<file path="src/rtl/hazard_forward_unit_if.sv">
// Bundle between the ID/EX pipeline control and the hazard/forwarding unit.
// The pipeline side is the master; the hazard unit is the slave.
interface hazard_forward_unit_if #(
    parameter int REG_AW = 5,
    parameter int CNT_W  = 16
);
    logic [REG_AW-1:0] rs1_id;
    logic [REG_AW-1:0] rs2_id;
    logic [REG_AW-1:0] rs1_ex;
    logic [REG_AW-1:0] rs2_ex;
    logic [REG_AW-1:0] rd_ex;
    logic              memread_ex;
    logic [REG_AW-1:0] rd_mem;
    logic              regwrite_mem;
    logic [REG_AW-1:0] rd_wb;
    logic              regwrite_wb;
    logic              fwd_en;
    logic              flush;
    logic              cnt_clr;
    logic              stall;
    logic              bubble_ex;
    logic [1:0]        mux_alu_1;
    logic [1:0]        mux_alu_2;
    logic [CNT_W-1:0]  stall_cnt;

    modport master (
        output rs1_id, rs2_id, rs1_ex, rs2_ex, rd_ex, memread_ex,
               rd_mem, regwrite_mem, rd_wb, regwrite_wb, fwd_en, flush, cnt_clr,
        input  stall, bubble_ex, mux_alu_1, mux_alu_2, stall_cnt
    );

    modport slave (
        input  rs1_id, rs2_id, rs1_ex, rs2_ex, rd_ex, memread_ex,
               rd_mem, regwrite_mem, rd_wb, regwrite_wb, fwd_en, flush, cnt_clr,
        output stall, bubble_ex, mux_alu_1, mux_alu_2, stall_cnt
    );
endinterface

</file>
<file path="src/rtl/hazard_forward_unit.sv">
// EX-stage operand forwarding plus load-use stall FSM with a saturating
// stall-cycle counter for the 5-stage pipeline.
module hazard_fwd_lane #(
    parameter int REG_AW = 5
) (
    input  logic              fwd_en_i,
    input  logic [REG_AW-1:0] rs_i,
    input  logic [REG_AW-1:0] rd_mem_i,
    input  logic              regwrite_mem_i,
    input  logic [REG_AW-1:0] rd_wb_i,
    input  logic              regwrite_wb_i,
    output logic [1:0]        sel_o
);
    // MEM is the younger producer, so it is checked first.
    always_comb begin
        sel_o = 2'b00;
        if (fwd_en_i && regwrite_mem_i && (rd_mem_i != '0) && (rd_mem_i == rs_i))
            sel_o = 2'b10;
        else if (fwd_en_i && regwrite_wb_i && (rd_wb_i != '0) && (rd_wb_i == rs_i))
            sel_o = 2'b01;
    end
endmodule

module hazard_forward_unit #(
    parameter int REG_AW   = 5,
    parameter int LOAD_LAT = 1,
    parameter int CNT_W    = 16
) (
    input  logic                   clk,
    input  logic                   arst,
    hazard_forward_unit_if.slave   bus
);
    localparam int              NUM_LANES = 2;
    localparam logic [3:0]      REM_INIT  = 4'(LOAD_LAT - 1);
    localparam logic [CNT_W-1:0] CNT_MAX  = '1;

    typedef enum logic {IDLE, STALL} state_t;

    logic [NUM_LANES-1:0][REG_AW-1:0] rs_ex;
    logic [NUM_LANES-1:0][1:0]        sel;

    assign rs_ex[0] = bus.rs1_ex;
    assign rs_ex[1] = bus.rs2_ex;

    for (genvar g = 0; g < NUM_LANES; g++) begin : g_lane
        hazard_fwd_lane #(.REG_AW(REG_AW)) u_lane (
            .fwd_en_i       (bus.fwd_en),
            .rs_i           (rs_ex[g]),
            .rd_mem_i       (bus.rd_mem),
            .regwrite_mem_i (bus.regwrite_mem),
            .rd_wb_i        (bus.rd_wb),
            .regwrite_wb_i  (bus.regwrite_wb),
            .sel_o          (sel[g])
        );
    end

    // Outputs are forced inactive combinationally while reset is held.
    assign bus.mux_alu_1 = arst ? 2'b00 : sel[0];
    assign bus.mux_alu_2 = arst ? 2'b00 : sel[1];

    state_t     state_q, state_d;
    logic [3:0] rem_q, rem_d;
    logic       hit;
    logic       stall_raw;

    assign hit = bus.memread_ex && (bus.rd_ex != '0) &&
                 ((bus.rd_ex == bus.rs1_id) || (bus.rd_ex == bus.rs2_id));

    always_ff @(posedge clk or posedge arst) begin
        if (arst) begin
            state_q <= IDLE;
            rem_q   <= '0;
        end else begin
            state_q <= state_d;
            rem_q   <= rem_d;
        end
    end

    // Stall asserts in the detection cycle itself, so STALL only covers the
    // remaining LOAD_LAT-1 cycles.
    always_comb begin
        state_d   = state_q;
        rem_d     = rem_q;
        stall_raw = 1'b0;
        if (bus.flush) begin
            state_d = IDLE;
            rem_d   = '0;
        end else begin
            case (state_q)
                IDLE: begin
                    if (hit) begin
                        stall_raw = 1'b1;
                        if (LOAD_LAT > 1) begin
                            state_d = STALL;
                            rem_d   = REM_INIT;
                        end
                    end
                end
                STALL: begin
                    stall_raw = 1'b1;
                    if (rem_q <= 4'd1) begin
                        state_d = IDLE;
                        rem_d   = '0;
                    end else begin
                        rem_d = rem_q - 4'd1;
                    end
                end
                default: begin
                    state_d = IDLE;
                    rem_d   = '0;
                end
            endcase
        end
    end

    assign bus.stall     = stall_raw & ~arst;
    assign bus.bubble_ex = stall_raw & ~arst;

    logic [CNT_W-1:0] cnt_q, cnt_d;

    always_comb begin
        cnt_d = cnt_q;
        if (bus.cnt_clr)
            cnt_d = '0;
        else if (stall_raw && (cnt_q != CNT_MAX))
            cnt_d = cnt_q + 1'b1;
    end

    always_ff @(posedge clk or posedge arst) begin
        if (arst) cnt_q <= '0;
        else      cnt_q <= cnt_d;
    end

    assign bus.stall_cnt = cnt_q;
endmodule

</file>
<file path="src/flat_wrapper.sv">
// flat-port wrapper written by rule: the top's interface ports become plain ports
module hazard_forward_unit_flat 
#(
    parameter int REG_AW   = 5,
    parameter int LOAD_LAT = 1,
    parameter int CNT_W    = 16
)
  (clk, arst, bus_rs1_id, bus_rs2_id, bus_rs1_ex, bus_rs2_ex, bus_rd_ex, bus_memread_ex, bus_rd_mem, bus_regwrite_mem, bus_rd_wb, bus_regwrite_wb, bus_fwd_en, bus_flush, bus_cnt_clr, bus_stall, bus_bubble_ex, bus_mux_alu_1, bus_mux_alu_2, bus_stall_cnt);
  hazard_forward_unit_if #(.REG_AW(REG_AW), .CNT_W(CNT_W)) bus_i ();
  input  logic clk;
  input  logic arst;
  input wire logic [$bits(bus_i.rs1_id)-1:0] bus_rs1_id;
  input wire logic [$bits(bus_i.rs2_id)-1:0] bus_rs2_id;
  input wire logic [$bits(bus_i.rs1_ex)-1:0] bus_rs1_ex;
  input wire logic [$bits(bus_i.rs2_ex)-1:0] bus_rs2_ex;
  input wire logic [$bits(bus_i.rd_ex)-1:0] bus_rd_ex;
  input wire logic [$bits(bus_i.memread_ex)-1:0] bus_memread_ex;
  input wire logic [$bits(bus_i.rd_mem)-1:0] bus_rd_mem;
  input wire logic [$bits(bus_i.regwrite_mem)-1:0] bus_regwrite_mem;
  input wire logic [$bits(bus_i.rd_wb)-1:0] bus_rd_wb;
  input wire logic [$bits(bus_i.regwrite_wb)-1:0] bus_regwrite_wb;
  input wire logic [$bits(bus_i.fwd_en)-1:0] bus_fwd_en;
  input wire logic [$bits(bus_i.flush)-1:0] bus_flush;
  input wire logic [$bits(bus_i.cnt_clr)-1:0] bus_cnt_clr;
  output wire logic [$bits(bus_i.stall)-1:0] bus_stall;
  output wire logic [$bits(bus_i.bubble_ex)-1:0] bus_bubble_ex;
  output wire logic [$bits(bus_i.mux_alu_1)-1:0] bus_mux_alu_1;
  output wire logic [$bits(bus_i.mux_alu_2)-1:0] bus_mux_alu_2;
  output wire logic [$bits(bus_i.stall_cnt)-1:0] bus_stall_cnt;
  assign bus_i.rs1_id = bus_rs1_id;
  assign bus_i.rs2_id = bus_rs2_id;
  assign bus_i.rs1_ex = bus_rs1_ex;
  assign bus_i.rs2_ex = bus_rs2_ex;
  assign bus_i.rd_ex = bus_rd_ex;
  assign bus_i.memread_ex = bus_memread_ex;
  assign bus_i.rd_mem = bus_rd_mem;
  assign bus_i.regwrite_mem = bus_regwrite_mem;
  assign bus_i.rd_wb = bus_rd_wb;
  assign bus_i.regwrite_wb = bus_regwrite_wb;
  assign bus_i.fwd_en = bus_fwd_en;
  assign bus_i.flush = bus_flush;
  assign bus_i.cnt_clr = bus_cnt_clr;
  assign bus_stall = bus_i.stall;
  assign bus_bubble_ex = bus_i.bubble_ex;
  assign bus_mux_alu_1 = bus_i.mux_alu_1;
  assign bus_mux_alu_2 = bus_i.mux_alu_2;
  assign bus_stall_cnt = bus_i.stall_cnt;
  hazard_forward_unit #(.REG_AW(REG_AW), .LOAD_LAT(LOAD_LAT), .CNT_W(CNT_W)) u_core (.clk(clk), .arst(arst), .bus(bus_i));
endmodule
</file>
<file path="config.mk">
export PLATFORM = sky130hd
export DESIGN_NAME = hazard_forward_unit_flat
export DESIGN_NICKNAME = d
export VERILOG_FILES = /design/src/rtl/hazard_forward_unit_if.sv /design/src/rtl/hazard_forward_unit.sv /design/src/flat_wrapper.sv
export SDC_FILE = /design/constraint.sdc
export NUM_CORES = 1
export LEC_CHECK = 0
export ABC_AREA = 0
export BUFFER_PORTS_ARGS = -buffer_cell sky130_fd_sc_hd__buf_4
export CORE_ASPECT_RATIO = 1.2
export CORE_MARGIN = 2
export CORE_UTILIZATION = 51
export CTS_BUF_LIST = sky130_fd_sc_hd__clkbuf_8
export DETAILED_ROUTE_END_ITERATION = 10
export HOLD_SLACK_MARGIN = 0.02
export MAX_ROUTING_LAYER = met4
export PLACE_DENSITY = 0.82
export SKIP_CTS_REPAIR_TIMING = 1
export SLEW_MARGIN = 5
export SYNTH_ARGS = -nofsm -noshare
export SYNTH_HDL_FRONTEND = slang
export SYNTH_SLANG_ARGS = --single-unit
</file>
<file path="constraint.sdc">
create_clock -name clk -period 2.03 [get_ports clk]
set_input_delay 0.203 -clock clk [delete_from_list [all_inputs] [get_ports clk]]
set_output_delay 0.203 -clock clk [all_outputs]
set_load 0.01 [all_outputs]
</file>
After elaboration in Yosys (flattened, before gate mapping) --
Cells that the tools add are included.
Storage, ports and cells: output and inout bits 22, word-level logic and storage cells 50, bits in registers 21, bits of input ports 43
Operators by class: mux-type cells 17, reductions and logical operators 17, magnitude comparators 1, equality and inequality tests 7, bitwise gates (word level) 3, add/subtract/negate cells 2
Operator list (count):
- $mux 16 | 2
- $eq 5x5->1 | 6
- $add 16x1->16 const B | 1
- $ne 16x16->1 const B | 1
- $reduce_bool 5->1 | 3
- $mux 4 | 3
- $logic_and 1x1->1 | 11
- $mux 2 | 4
- $mux 1 | 7
- $le 4x1->1 const B | 1
- $reduce_bool 2->1 | 2
- $sub 4x1->4 const B | 1
- $not 1->1 | 2
- $pmux 1 s2 | 1
- $and 1x1->1 | 1
- $logic_or 1x1->1 | 1

Longest topological paths before layout --
Gate-level depths: netlist of run 1.
word-level depth 9, mapped depth 7, mapped depth without buffers 6

By module --
From an unflattened synthesis of run 1, not the netlist that was laid out.
Unflattened totals: cells, all modules 228, area, all modules 1935.6 µm²
By module, submodules not included:
- hazard_forward_unit | cells each 190, instances 1, seq. area each 525.5 µm², area each 1620.3 µm²
- hazard_fwd_lane | cells each 19, instances 2, seq. area each 0.0 µm², area each 157.7 µm²

Worst setup path before layout of run 1 --
Ideal clock, no wire load.
kind register to register, start point register u_core.cnt_q[8] (netlist: u_core.bus.stall_cnt[8]), end point register u_core.cnt_q[13] (netlist: u_core.bus.stall_cnt[13]), path slack 132 ps, data required time 1905 ps, arrival 1773 ps, buffers on the path 0, period minus slack after synthesis 1898 ps, library setup time 125 ps, cell stages (with the launch flop) 7, path through dfrtp_1 > and4_1 > and4_1 > and3_4 > nor2_2 > nor4b_1 > mux2_2
On the way: word-level cells in the longest chain between the ends 3, elaborated cells on any way between the ends 6, classes of those cells add/sub: 1; eq/ne: 1; mux: 2; reduce/logical: 2
RTL lines:
- start, declared | RTL line hazard_forward_unit.sv:119 | logic [CNT_W-1:0] cnt_q, cnt_d;
- start signal, assigned | RTL line hazard_forward_unit.sv:131 | else cnt_q <= cnt_d;
- $add 16x1->16 or $ne 16x16->1 (tied branches) | RTL line hazard_forward_unit.sv:126, hazard_forward_unit.sv:125
- $mux 16 or $logic_and 1x1->1 (tied branches) | RTL line hazard_forward_unit.sv:125 | else if (stall_raw && (cnt_q != CNT_MAX))
- $mux 16 or $reduce_bool 2->1 (tied branches)
Several ways; a longest one is shown, not always the timed one. The select of a mux whose other input is x is not followed. A chain may end at the register's enable or synchronous reset.

Worst setup path after layout of run 1 --
start point register u_core.cnt_q[1] (netlist: u_core.bus.stall_cnt[1]), end point register u_core.cnt_q[3] (netlist: u_core.bus.stall_cnt[3])
Same word-level chain as after synthesis.

==> results.yml, run 1 <==
die:
  coreArea_mm2: 0.00334
  die-height_um: 68.6
  start_util: 0.531
  rows: 23
  die_area_mm2: 0.00397
  io_pins: 65
  fp.dieW_um: 57.8
cells_and_area:
  fillCellCount: 254
  antenna_cells: 0
  layout-drive-gt1-share: 0.406
  syn2layout_area_growth_pct: 33.4
  fin_area_mm2: 0.00236
  nNetsFinal: 303
  multiInputGateArea_mm2: 0.00118
  seqCellArea_um2: 526
detailed_routing:
  drt_iter0_drc: 75
  via_count: 1656
  drc_errors: 0
  dr.pass1.iters: 4
  routed_wl_mm: 4.26
  ant_nets: 0
  wire_per_inst_um: 14.5
  viasPerCell: 5.65
yosys:
  synth-edff-count: 0
  synth_area_leaders: "dfrtp_1 30%, xor2_1 11%, mux2_4 5.1%"
  async_flop_share: 1.00
  synth_seq_cells: 21
  yosysWarnings: 0
  avgSynthCellArea_um2: 9.53
  synth_nets: 232
  syn_area_mm2: 0.00177
  synth_seq_area_share: 0.296
  synth_top_area_frac: 0.296
  synth_cell_types: 39
  yosys.area.top_type: "dfrtp_1"
  syn_inst: 186
  synth_flop_cell: "dfrtp_1"
global_routing:
  grt_max_degree: 31
  grt_pass1_wl_mm: 6.84
  grt-ovfl-total: 0
  track_usage: 0.224
  antenna_found_initial: 0
  grt_pass1_vias: 1637
setup_path:
  crit_arrival_ns: 2.07
  ff2ff_path_depth: 6
  reg2reg_to: "u_core.bus.stall_cnt[3]$_DFFE_PP0P_"
  cp.required_ns: 2.18
  r2r_slack_ns: 0.11
  crit_fanout: 12
  criticalPathCategory: "register to register"
  endpoint_kind: "register"
  startpoint_type: "register"
  timing.rr.start: "u_core.bus.stall_cnt[1]$_DFFE_PP0P_"
timing:
  worst_pin_slew_ns: 0.656
  final.setup_skew_ns: 0.00298
  fmax_mhz: 521
  max-slew-margin-rel: 0.557
  final-hold-violation-count: 0
  rsz0062_at_grt: "false"
  fin_tns_setup_ns: 0
  drv_slew: 0
  hold_slack_ns: 0.0327
  min_period_ns: 1.92
  timing.final.crit_share: 0.945
  setup_viol: 0
clocking:
  cts_tree: "done"
  clk_latency_ns: 0.26
  clkSinkCount: 21
  path_clk_slew_ns: 0.07
  htreeDepth: 1
  cts_buffers: 3
  cts_buffer_depth: 2
  cts_root_buffer: "clkbuf_8"
pwr:
  p_per_area_mw_per_mm2: 372
  total_leakage_power_nw: 1.11
  peakVddDrop_mv: 0.306
place:
  place.gp.congestion: 0.795
  post_dp_cell_area_mm2: 0.00231
  portBuffers: 64
  hpwl_mm: 3.34
outcome:
  outcome: "completed"
run:
  max_cap_violations: 0
worst_hold_path:
  hp-class: "input pin to async pin"
critical path, stage by stage, from the launching register on:
cell and delay (ns):
dfrtp_1 0.39, ha_1 0.24, and4_4 0.26, and3_4 0.31
inv_1 0.12, nand4_1 0.14, mux2_2 0.35
logic make-up (layout without fill, tap and decap cells):
kind of cell | count (synthesis) | in the layout | synth area share
xor gates and xnor gates | 31 | 31 | 0.153
buffers and inverters | 13 | 83 | 0.0430
AOI/OAI and AO/OA | 15 | 15 | 0.0670
muxes | 14 | 14 | 0.102
and+or+nand+nor | 89 | 89 | 0.318
DFF | 21 | 21 | 0.296
adders and majority gates | 3 | 3 | 0.0212
per-layer routing:
| metal | wire, um | vias up | track usage | share of wire |
|---|---|---|---|---|
| met5 | 0 | - | - | 0 |
| li1 | - | 808 | - | - |
| met3 | 185 | 8 | 0.0280 | 0.043 |
| met1 | 1700 | 787 | 0.245 | 0.40 |
| met2 | 2320 | 53 | 0.423 | 0.55 |
| met4 | 50 | 0 | 0.0727 | 0.012 |
per-stage QoR:
step	setup WS [ns]	util	cells	total power [mW]
after floorplan	0.132	-	186	0.518
after global placement	0.124	0.693	289	0.614
after global routing	0.0441	0.708	293	0.925
final	0.111	0.708	293	0.879
after detailed placement	0.0917	0.693	289	0.620
after CTS	0.0762	0.707	293	0.885
where the power goes:
group / internal, mW / leakage (nW) / switching [mW]
Combinational: 0.0972 / 0.789 / 0.0962
Sequential: 0.418 / 0.294 / 0.000298
Clock: 0.135 / 0.0269 / 0.132
Total: 0.650 / 1.11 / 0.229
flip-flops by register name (all words and copies together) (netlist names):
name                  cells
u_core.rem_q              4
u_core.bus.stall_cnt     16
u_core.state_q            1
placed cells by master (no fill, tap or decap), drive strengths merged, types with 8 or more instances in the layout:
master / count
and4: 8
buf: 73
dfrtp: 21
mux2: 14
nor2: 22
nor2b: 14
nor4: 11
xnor2: 9
xor2: 22
how the worst max path moves through the flow:
stage          cells after the start                              endpoint  slack [ns]                                 start
6_report                           6   u_core.bus.stall_cnt[3]$_DFFE_PP0P_        0.11   u_core.bus.stall_cnt[1]$_DFFE_PP0P_
5_1_grt                            6  u_core.bus.stall_cnt[15]$_DFFE_PP0P_        0.04   u_core.bus.stall_cnt[6]$_DFFE_PP0P_
4_1_cts                            6  u_core.bus.stall_cnt[13]$_DFFE_PP0P_        0.08  u_core.bus.stall_cnt[11]$_DFFE_PP0P_
3_5_place_dp                       6  u_core.bus.stall_cnt[13]$_DFFE_PP0P_        0.09  u_core.bus.stall_cnt[11]$_DFFE_PP0P_
3_3_place_gp                       6  u_core.bus.stall_cnt[13]$_DFFE_PP0P_        0.12  u_core.bus.stall_cnt[11]$_DFFE_PP0P_
2_1_floorplan                      6  u_core.bus.stall_cnt[13]$_DFFE_PP0P_        0.13   u_core.bus.stall_cnt[8]$_DFFE_PP0P_
cells in the mapped netlist, types with 5 or more instances:
cell	n
and4_1	7
dfrtp_1	21
inv_1	6
mux2_2	5
mux2_4	6
nand2_1	7
nand3_1	7
nand4_1	6
nor2_1	21
nor2b_1	14
nor4_2	7
xnor2_1	9
xor2_1	22
final cells by class:
type / instances / share of cell area
Clock buffer: 3 / 0.0175
Clock inverter: 1 / 0.00159
Inverter: 6 / 0.00952
Multi-Input combinational cell: 152 / 0.498
Sequential cell: 21 / 0.222
Tap cell: 37 / 0.0196
Timing Repair Buffer: 73 / 0.232
(Power assumes the default switching activity.)
==> run 2, diff against run 1 <==
Settings changed: CELL_PAD_IN_SITES_DETAIL_PLACEMENT set to 1, CELL_PAD_IN_SITES_GLOBAL_PLACEMENT set to 2, CORE_UTILIZATION 51 to 30, PLACE_DENSITY 0.82 to unset, PLACE_DENSITY_LB_ADDON set to 0.1.
==> results.yml, run 2 (same netlist as run 1, synthesis figures left out) <==
timing:
  min_period_ns: 1.93
  fin_ws_ns: 0.102
  fmax_mhz: 519
  rsz0062_at_grt: "false"
  drv_slew: 0
  max-slew-margin-rel: 0.503
  worst_pin_slew_ns: 0.736
  final.setup_skew_ns: 0.00450
  final-hold-violation-count: 0
  fin_tns_setup_ns: 0
  timing.final.crit_share: 0.950
  setup_viol: 0
detailed_routing:
  routed_wl_mm: 5.02
  ant_nets: 0
  wire_per_inst_um: 14.7
  drc_errors: 0
  viasPerCell: 4.84
  via_count: 1651
  dr.pass1.iters: 4
  drt_iter0_drc: 49
pwr:
  swShare: 0.269
  p_per_area_mw_per_mm2: 361
  peakVddDrop_mv: 0.173
  sequentialPowerShare: 0.469
  internal_power_mw: 0.652
  total_leakage_power_nw: 1.14
  combPwrFrac: 0.218
  p_clk_frac: 0.313
  totalPowerFinal_mw: 0.892
  switchingPower_mw: 0.240
global_routing:
  grt_pass1_wl_mm: 8.47
  grt-ovfl-total: 0
  grt_max_degree: 31
  grt_pass1_vias: 1809
  antenna_found_initial: 0
  track_usage: 0.171
die:
  start_util: 0.313
  die_area_mm2: 0.00654
  rows: 30
  die-height_um: 88.2
  fp.dieW_um: 74.2
  coreArea_mm2: 0.00567
  io_pins: 65
place:
  post_dp_cell_area_mm2: 0.00242
  place.gp.congestion: 0.739
  hpwl_mm: 4.11
  dpl_worst_slack_ns: 0.00216
  portBuffers: 64
  dp_cells: 337
clocking:
  cts_tree: "done"
  cts_root_buffer: "clkbuf_8"
  clk_latency_ns: 0.26
  cts_buffers: 3
  htreeDepth: 1
  path_clk_slew_ns: 0.08
  cts_buffer_depth: 2
  clkSinkCount: 21
outcome:
  outcome: "completed"
setup_path:
  crit_fanout: 4
  cp.required_ns: 2.18
  endpoint_kind: "register"
  slowest_delay_ns: 0.38
  startpoint_type: "register"
  crit_arrival_ns: 2.08
  criticalPathCategory: "register to register"
  critPathTopFamily: "simple AND/OR/NAND/NOR gates"
  cp_slowest_cell: "dfrtp_1"
  crit_buf_inv: 0
  crit_path_frequent_cell: "and4_1"
  worstPathCellList: "and4_1 -> and4_1 -> and3_4 -> nor2_2 -> nor4b_2 -> mux2_2"
cells_and_area:
  fin_area_mm2: 0.00247
  nNetsFinal: 308
  layout_common_cells: "77 x buf_4, 22 x xor2_1, 21 x nor2_1, 21 x dfrtp_1, 14 x nor2b_1"
  final_common_cell: "buf_4"
  instances_no_fill: 341
  syn2layout_area_growth_pct: 39.3
  fillCellCount: 676
  antenna_cells: 0
  largest_reg_flops: 16
  layout-drive-gt1-share: 0.421
  seqCellArea_um2: 526
  multiInputGateArea_mm2: 0.00118
run:
  max_cap_violations: 0
worst_hold_path:
  hp-class: "input pin to async pin"
-- run 2: cell types whose count changed in the layout (fill, tap and decap cells not counted) --
cell	previous run	this run
buf_12	0	1
buf_4	73	77
inv_1	7	6
clkinv_2	0	1
-- run 2: worst paths after layout --
| check | start | endpoint | slack (ns) | cells after the start |
|---|---|---|---|---|
| min in group clk | bus_flush | u_core.rem_q[2]$_DFFE_PP0P_ | 0.27 | 2 |
| setup reg to reg | u_core.bus.stall_cnt[8]$_DFFE_PP0P_ | u_core.bus.stall_cnt[13]$_DFFE_PP0P_ | 0.10 | 6 |
| hold / removal | arst | u_core.bus.stall_cnt[8]$_DFFE_PP0P_ | 0.03 | 3 |
| setup / recovery | u_core.bus.stall_cnt[8]$_DFFE_PP0P_ | u_core.bus.stall_cnt[13]$_DFFE_PP0P_ | 0.10 | 6 |
| max in group asynchronous | arst | u_core.bus.stall_cnt[7]$_DFFE_PP0P_ | 1.77 | 3 |
| hold reg to reg | u_core.rem_q[1]$_DFFE_PP0P_ | u_core.rem_q[1]$_DFFE_PP0P_ | 0.54 | 2 |
-- run 2: cell type report --
type                    instances  share of cell area
clock buffers                   3              0.0167
clock inverters                 1             0.00203
inverters                       6             0.00912
multi-input cells             152               0.477
flip-flops and latches         21               0.213
well taps                      80              0.0405
repair buffers                 78               0.242
-- run 2: per-layer routing --
metal	wire length, um	GRT usage
met1	2200	0.211
met2	2600	0.295
met3	185	0.0216
met4	27	0.0430
met5	0	-
-- run 2: per-stage QoR --
stage	util	hold WS, ns
3_3_place_gp	0.426	0.330
3_5_place_dp	0.426	0.329
6_report	0.436	0.0315
2_1_floorplan	-	0.188
5_1_grt	0.436	0.0628
4_1_cts	0.435	0.0421
-- run 2: worst register-to-register path, stage by stage (launching register included) --
cell	delay [ns]
dfrtp_1	0.38
and4_1	0.22
and4_1	0.22
and3_4	0.21
nor2_2	0.14
nor4b_2	0.27
mux2_2	0.37
-- run 2: power by group through the flow --
stage,clock network (mW),registers [mW],logic (mW)
2_1_floorplan,0,0.427,0.0908
3_3_place_gp,0,0.427,0.196
3_5_place_dp,0,0.427,0.198
4_1_cts,0.291,0.418,0.199
5_1_grt,0.318,0.419,0.217
6_report,0.279,0.418,0.194
